[config.mk]
export PLATFORM = sky130hd
export DESIGN_NAME = if_stage_flat
export DESIGN_NICKNAME = d
export VERILOG_FILES = /design/src/rtl/if_stage_if.sv /design/src/rtl/if_stage.sv /design/src/flat_wrapper.sv
export SDC_FILE = /design/constraint.sdc
export NUM_CORES = 1
export LEC_CHECK = 0
export ABC_CLOCK_PERIOD_IN_PS = 4000
export CAP_MARGIN = 20
export CORE_MARGIN = 4
export CORE_UTILIZATION = 50
export CTS_BUF_LIST = sky130_fd_sc_hd__clkbuf_8 sky130_fd_sc_hd__clkbuf_16
export DETAILED_ROUTE_END_ITERATION = 8
export PLACE_DENSITY = 0.85
export SYNTH_ARGS = -nofsm -noshare
export SYNTH_HDL_FRONTEND = slang
export SYNTH_SLANG_ARGS = --single-unit
[constraint.sdc]
create_clock -name clk -period 4 [get_ports clk]
set_input_delay 0.8 -clock clk [delete_from_list [all_inputs] [get_ports clk]]
set_output_delay 0.8 -clock clk [all_outputs]
set_load 0.01 [all_outputs]
[src/rtl/if_stage_if.sv]
// IF-stage bus bundle: decode control, imem port and IF/ID outputs.
// master = fetch stage, slave = surrounding pipeline and memory.
interface if_stage_if #(
  parameter int WIDTH = 16,
  parameter int PC_W  = 32
);
  logic             fetch_pc_enable;
  logic             load_use;
  logic [1:0]       pc_sel;
  logic [PC_W-1:0]  pc_jmp;
  logic [PC_W-1:0]  pc_pop;
  logic [PC_W-1:0]  imem_addr;
  logic [WIDTH-1:0] imem_data;
  logic [WIDTH-1:0] instr_out;
  logic [PC_W-1:0]  pc_out;
  logic             valid_out;
  logic             booting;

  modport master (
    input  fetch_pc_enable, load_use, pc_sel,
    input  pc_jmp, pc_pop, imem_data,
    output imem_addr, instr_out, pc_out,
    output valid_out, booting
  );

  modport slave (
    output fetch_pc_enable, load_use, pc_sel,
    output pc_jmp, pc_pop, imem_data,
    input  imem_addr, instr_out, pc_out,
    input  valid_out, booting
  );
endinterface

[src/rtl/if_stage.sv]
// Fetch stage + IF/ID register; boots PC from imem[1:0].
// IF_PERF_CNT_EN adds saturating stall/flush counters.
module if_stage #(
  parameter int               WIDTH     = 16,
  parameter int               PC_W      = 32,
  parameter logic [WIDTH-1:0] NOP_INSTR = 16'h0000
) (
  input  logic        clk,
  input  logic        rst,
`ifdef IF_PERF_CNT_EN
  output logic [31:0] stall_cnt,
  output logic [31:0] flush_cnt,
`endif
  if_stage_if.master  bus
);

  typedef enum logic [1:0] {
    BOOT_LO,
    BOOT_HI,
    RUN
  } state_t;

  state_t           state;
  state_t           state_nxt;
  logic [PC_W-1:0]  pc;
  logic [WIDTH-1:0] boot_lo;
  logic             redirect;
  logic             stall;

  // State register; booting is registered alongside it
  always_ff @(posedge clk) begin
    if (!rst) begin
      state       <= BOOT_LO;
      bus.booting <= 1'b1;
    end else begin
      state       <= state_nxt;
      bus.booting <= (state_nxt != RUN);
    end
  end

  // Next state, fetch address and branch selection
  always_comb begin
    state_nxt     = state;
    redirect      = 1'b0;
    stall         = 1'b0;
    bus.imem_addr = pc;
    unique case (state)
      BOOT_LO: begin
        bus.imem_addr = '0;
        state_nxt     = BOOT_HI;
      end
      BOOT_HI: begin
        bus.imem_addr = PC_W'(1);
        state_nxt     = RUN;
      end
      RUN: begin
        redirect = (bus.pc_sel == 2'b01) ||
                   (bus.pc_sel == 2'b10);
        stall    = !redirect &&
                   (bus.load_use ||
                    !bus.fetch_pc_enable);
      end
      default: state_nxt = BOOT_LO;
    endcase
  end

  // PC, boot latch and IF/ID register
  always_ff @(posedge clk) begin
    if (!rst) begin
      pc            <= '0;
      boot_lo       <= '0;
      bus.instr_out <= NOP_INSTR;
      bus.pc_out    <= '0;
      bus.valid_out <= 1'b0;
    end else begin
      unique case (state)
        BOOT_LO: boot_lo <= bus.imem_data;
        BOOT_HI: pc <= PC_W'({bus.imem_data, boot_lo});
        RUN: begin
          if (redirect) begin
            pc            <= (bus.pc_sel == 2'b01) ?
                             bus.pc_jmp : bus.pc_pop;
            bus.instr_out <= NOP_INSTR;
            bus.pc_out    <= '0;
            bus.valid_out <= 1'b0;
          end else if (!stall) begin
            pc            <= pc + PC_W'(1);
            bus.instr_out <= bus.imem_data;
            bus.pc_out    <= pc + PC_W'(1);
            bus.valid_out <= 1'b1;
          end
        end
        default: ;
      endcase
    end
  end

`ifdef IF_PERF_CNT_EN
  // Saturating stall / redirect event counters
  always_ff @(posedge clk) begin
    if (!rst) begin
      stall_cnt <= '0;
      flush_cnt <= '0;
    end else begin
      if (stall && stall_cnt != 32'hFFFF_FFFF)
        stall_cnt <= stall_cnt + 32'd1;
      if (redirect && flush_cnt != 32'hFFFF_FFFF)
        flush_cnt <= flush_cnt + 32'd1;
    end
  end
`endif

endmodule

[src/flat_wrapper.sv]
// flat-port wrapper written by rule: the top's interface ports become plain ports
module if_stage_flat 
#(
  parameter int               WIDTH     = 16,
  parameter int               PC_W      = 32,
  parameter logic [WIDTH-1:0] NOP_INSTR = 16'h0000
)
  (clk, rst, bus_fetch_pc_enable, bus_load_use, bus_pc_sel, bus_pc_jmp, bus_pc_pop, bus_imem_data, bus_imem_addr, bus_instr_out, bus_pc_out, bus_valid_out, bus_booting);
  if_stage_if #(.WIDTH(WIDTH), .PC_W(PC_W)) bus_i ();
  input  logic clk;
  input  logic rst;
  input wire logic [$bits(bus_i.fetch_pc_enable)-1:0] bus_fetch_pc_enable;
  input wire logic [$bits(bus_i.load_use)-1:0] bus_load_use;
  input wire logic [$bits(bus_i.pc_sel)-1:0] bus_pc_sel;
  input wire logic [$bits(bus_i.pc_jmp)-1:0] bus_pc_jmp;
  input wire logic [$bits(bus_i.pc_pop)-1:0] bus_pc_pop;
  input wire logic [$bits(bus_i.imem_data)-1:0] bus_imem_data;
  output wire logic [$bits(bus_i.imem_addr)-1:0] bus_imem_addr;
  output wire logic [$bits(bus_i.instr_out)-1:0] bus_instr_out;
  output wire logic [$bits(bus_i.pc_out)-1:0] bus_pc_out;
  output wire logic [$bits(bus_i.valid_out)-1:0] bus_valid_out;
  output wire logic [$bits(bus_i.booting)-1:0] bus_booting;
  assign bus_i.fetch_pc_enable = bus_fetch_pc_enable;
  assign bus_i.load_use = bus_load_use;
  assign bus_i.pc_sel = bus_pc_sel;
  assign bus_i.pc_jmp = bus_pc_jmp;
  assign bus_i.pc_pop = bus_pc_pop;
  assign bus_i.imem_data = bus_imem_data;
  assign bus_imem_addr = bus_i.imem_addr;
  assign bus_instr_out = bus_i.instr_out;
  assign bus_pc_out = bus_i.pc_out;
  assign bus_valid_out = bus_i.valid_out;
  assign bus_booting = bus_i.booting;
  if_stage #(.WIDTH(WIDTH), .PC_W(PC_W), .NOP_INSTR(NOP_INSTR)) u_core (.clk(clk), .rst(rst), .bus(bus_i));
endmodule
# Word-level counts from Yosys, hierarchy flattened
# Cells that the tools add are included.
[totals] register_bits=100 latch_bits=0 ram_bits=0 rom_bits=0 input_bits=86 out_inout_bits=82 word_cells=37 mem_count=0
[op_classes] n_addsub=1 multipliers=0 n_div=0 magnitude_cmp=0 eq_ne=7 shift=0 n_mux=13 bitwise_logic=0 reduce_logical=9
[ops] op="two-way mux 32 bit" n=4
[ops] op="one-hot mux 32 bit (2 select lines)" n=2
[ops] op="adder 32 x 1 -> 32 bit, second input constant" n=1
[ops] op="two-way mux 16 bit" n=2
[ops] op="one-hot mux 2 bit (3 select lines)" n=1
[ops] op="== test 2 x 1 -> 1 bit, second input constant" n=2
[ops] op="== test 2 bit, second input constant" n=2
[ops] op="two-way mux 1 bit" n=4
[ops] op="AND reduction 2 bit" n=2
[ops] op="!= test 3 x 2 -> 1 bit, second input constant" n=1
[ops] op="zero test 1 bit" n=2
[ops] op="zero test 2 bit" n=1
[ops] op="logical OR 1 bit" n=2
[ops] op="!= test 2 x 1 -> 1 bit, second input constant" n=1
[ops] op="!= test 2 bit, second input constant" n=1
[ops] op="nonzero test 2 bit" n=1
[ops] op="logical AND 1 bit" n=1

# Depth between registers and ports, before layout
[logic_depth] ltp_word=8 ltp_mapped=9 depth_no_buf=7

# Worst setup path after synthesis
# No wires, ideal clock.
[synth_timing] kind="in2reg" start="input port bus_pc_sel[1]" end="register u_core.bus.pc_out[23]" setup_time_ns=0.075 arrival_time_ns=2.374 required_time_ns=3.925 path_slack_ns=1.551 stages=9 path_cell_list="inv_1 ha_1 buf_2 clkinv_1 o21a_1 nor2_2 clkbuf_1 nand2_1 o21ai_0"
[synth_via] elab_chain_cells=7 elab_cells_between_ends=10 cone_classes="3 x eq/ne; 3 x mux; 4 x reduce/logical"
[synth_rtl] element="from (decl)" line="flat_wrapper.sv:14" rtl="input wire logic [$bits(bus_i.pc_sel)-1:0] bus_pc_sel;"
[synth_rtl] element="== test 2 x 1 -> 1 bit / == test 2 bit (equally long branches)" line="if_stage.sv:57, if_stage.sv:58"
[synth_rtl] element="logical OR 1 bit *" line="if_stage.sv:57" rtl="redirect = (bus.pc_sel == 2'b01) ||"
[synth_rtl] element="zero test 1 bit" line="if_stage.sv:59" rtl="stall = !redirect &&"
[synth_rtl] element="logical AND 1 bit" line="if_stage.sv:59"
[synth_rtl] element="two-way mux 1 bit" line="if_stage.sv:47" rtl="unique case (state)"
[synth_rtl] element="!= test 2 x 1 -> 1 bit (no source line)"
[synth_rtl] element="AND reduction 2 bit (no source line)"
[synth_rtl] element="to (signal assigned)" line="if_stage.sv:89" rtl="bus.pc_out <= pc + PC_W'(1);"
[synth_rtl] element="to (decl)" line="if_stage_if.sv:22" rtl="output imem_addr, instr_out, pc_out,"
# Mark *: on every way between the ends. The rest lies on a longest branch, timed or not.
# A chain may end at the register's enable or synchronous reset.

# Worst setup path in the final report
[layout_timing] start="register u_core.state[1]" end="output port bus_imem_addr[2]"
[layout_via] elab_chain_cells=2 elab_cells_between_ends=3 cone_classes="1 x eq/ne; 1 x mux; 1 x reduce/logical"
[layout_rtl] element="from (decl)" line="if_stage.sv:23" rtl="state_t state;"
[layout_rtl] element="from (signal assigned)" line="if_stage.sv:36" rtl="state <= state_nxt;"
[layout_rtl] element="== test 2 x 1 -> 1 bit / zero test 2 bit (equally long branches)" line="if_stage.sv:47"
[layout_rtl] element="one-hot mux 32 bit (2 select lines) *" line="if_stage.sv:47"
[layout_rtl] element="to (decl)" line="flat_wrapper.sv:18" rtl="output wire logic [$bits(bus_i.imem_addr)-1:0] bus_imem_addr;"
# Marks and branches as above.

==> results.md <==
- Die ar.: 12,300 um2
- Via density: 5.86
- Antenna Violating Nets Remaining: 0
- Hold Buf Count CTS: 0
- Routed length per placed instance: 19.0 um
- Initial antenna violation count: 0
- Worst Path Buf+Inv: 3
- Async set-reset flop share out of synthesis: 0%
- Crit end category: output pin
- CTS tree: done
- Drt drc: 0
- Hpwl dp: 13,600 um
- Commonest non-fill, non-tap cell in the layout: clkdlybuf4s50_1
- Max Fclk: 0.320 GHz
- Relative slew slack: 42.5%
- Tot GR Track Use: 28.6%
- Mean post-synth cell area: 8.03 um2
- Crit share post-route: 78.2%
- CP top delay family: buffers and inverters
- Largest net degree at the start of global routing: 56
- IO Pins: 168
- Routability cong.: 0.893
- Top cells by area, synth: dfxtp_1 38%, mux2i_1 7.6%, nand2_1 5.6%, o21ai_0 5.5%, a21oi_1 4.6%
- Sink Count: 100
- First-pass GRT wire length: 28,800 um
- Post-synth EDFFs: 0
- Slowest CP cell: clkdlybuf4s50_1
- Outcome: finished clean
- Post-synth cell types: 50
- Leak Pwr: 2.62 nW
- Critical path's largest stage delay: 0.55 ns
- CTS Buf Count: 9
- Root Driver: clkbuf_8
- Post-synth top area share: 37.8%
- Most common flop cell mapped by yosys: dfxtp_1
- Cell Rows: 37
- Port Buf Inserts: 167
- Worst skew pair latency: 0.38 ns
- Crit-path cells: inv_1 > ha_1 > nor2_1 > buf_4 > and2_1 > clkdlybuf4s50_1
- Clock Pin Slew Worst Setup and Hold Paths: 0.12 ns
- Clk buf depth: 2
- Setup Fix Bufs, Post-CTS: 0
- Max IR drop VDD: 0.261 mV
- Final Slew Violations: 0
- N_diodes: 0
- Largest area contributor in the netlist: dfxtp_1
- H-tree depth: 3
- Max-cap check violation count: 0
- Vert. Die Dim: 111 um
- Hold/Removal Path Class: register to register
- DR pass1 iterations: 6
- Starting density of the core: 51.4%
- Final Setup Violations: 0
- Unrepaired setup endpoints after global routing: false
- Synthesized area: 5300 um2
- CTS resizes: 0
- Total Power: 0.00291 W
- Worst Path Max Fanout: 26
- Cells after Synth: 660
- Critical path arrival: 2.33 ns
- Post-Route WL: 18,000 um
- # fillers: 830
- Post-layout net count: 898
- Die Width: 111 um
- Cell Pwr Density: 400 nW/um2
- Final Hold Viols: 0
- Slew @ Worst Pin: 0.863 ns
- Required time of the critical path: 3.20 ns
- Synth Warn #: 0
- GRT overflow: 0
- Synthesized Nets: 751
- Most frequent cells in the layout: 167 x clkdlybuf4s50_1, 100 x dfxtp_1, 79 x nand2_1
- Flops & latches, synth: 100
- Core area: 10,300 um2
- Vias: 5,554
- Setup TNS: 0 ns
- Startpoint types: register
- Drt first-iter violations: 476
- Period minus WS final: 3.13 ns
- WS Path Type: register to output pin
- Layout area overhead: 37.4%
- Seq/Total Area, Yosys: 37.8%
- Worst Skew: 0.0179 ns
- Layout cells sized above 1: 6.40%
- Number of global-route vias before repair: 5,486
==> stage by stage <==
stage	worst slack, ns	std cells	hold slack [ns]	utilization, %	instance area, um2
floorplan	1.55	660	0.452	-	5300
CTS	0.887	948	0.464	70.5	7280
global route	0.730	948	0.479	70.5	7280
global placement	0.759	932	0.436	68.6	7080
finish	0.870	948	0.460	70.5	7280
detailed placement	0.690	932	0.444	68.6	7080
==> path summary, 6_finish.rpt <==
path                        start                   end  slack, ns  cells after the start
max reg2reg       u_core.state[0]         u_core.pc[29]       0.94                      6
max               u_core.state[1]      bus_imem_addr[2]       0.87                      6
min          u_core.bus.pc_out[1]  u_core.bus.pc_out[1]       0.46                      2
min reg2reg  u_core.bus.pc_out[1]  u_core.bus.pc_out[1]       0.46                      2
==> worst reg2reg max path, cell delays in order (launching register included) <==
cell and delay, ns:
dfxtp_1 0.34, inv_1 0.10, ha_1 0.73, clkinv_1 0.90
a221o_1 0.60, o211ai_1 0.11, o311ai_0 0.16
==> area by class of cell <==
type	instances	area [um2]	share of cell area (%)
Multi-Input combinational cell	500	3070	42.1
Sequential cell	100	2000	27.5
Timing Repair Buffer	184	1800	24.7
Tap cell	136	170	2.34
Clock buffer	9	124	1.70
Clock inverter	7	76.3	1.05
Inverter	12	45.0	0.619
==> report_power, final <==
| part | total [W] | internal, W | switching [W] | leakage, nW |
|---|---|---|---|---|
| sequential | 0.00127 | 0.00111 | 0.000158 | 0.815 |
| combinational | 0.000977 | 0.000433 | 0.000544 | 1.70 |
| clock | 0.000665 | 0.000250 | 0.000415 | 0.103 |
| total | 0.00291 | 0.00179 | 0.00112 | 2.62 |
==> registers in the layout, indices dropped and copies added (netlist names) <==
signal	count
u_core.bus.valid_out	1
u_core.boot_lo	16
u_core.pc	32
u_core.state	2
u_core.bus.booting	1
u_core.bus.instr_out	16
u_core.bus.pc_out	32
==> cell families after synthesis <==
kind of cell,synth area share (%)
mux,9.68
compound gates,18.4
fa+ha+maj,1.18
buf+inv,4.53
simple gates,24.0
flops,37.8
xor+xnor,4.46
==> metal layers <==
layer / up-vias / wire (um) / GRT usage (%) / share of wire (%)
met5: - / 0 / 0 / 0
met4: 0 / 459 / 9.69 / 2.5
met3: 39 / 1550 / 5.95 / 8.6
met2: 288 / 8930 / 49.9 / 50
met1: 2578 / 7080 / 34.8 / 39
li1: 2649 / - / - / -
==> synthesized netlist by cell type, types with 5 or more instances <==
cell,number
dfxtp_1,100
a211oi_1,8
nand2_1,79
nand3_1,43
and2_1,34
o211ai_1,7
mux2i_1,40
a21oi_1,49
ha_1,5
clkbuf_1,35
inv_1,9
nor2_1,42
o21ai_0,58
xor2_1,20
or4_1,5
buf_2,8
nor2b_1,5
mux2_2,10
and3_1,8
xnor2_1,7
a31oi_1,13
nor3_1,10
nand4_1,15
Note: power is estimated with default switching activity, not from simulation.
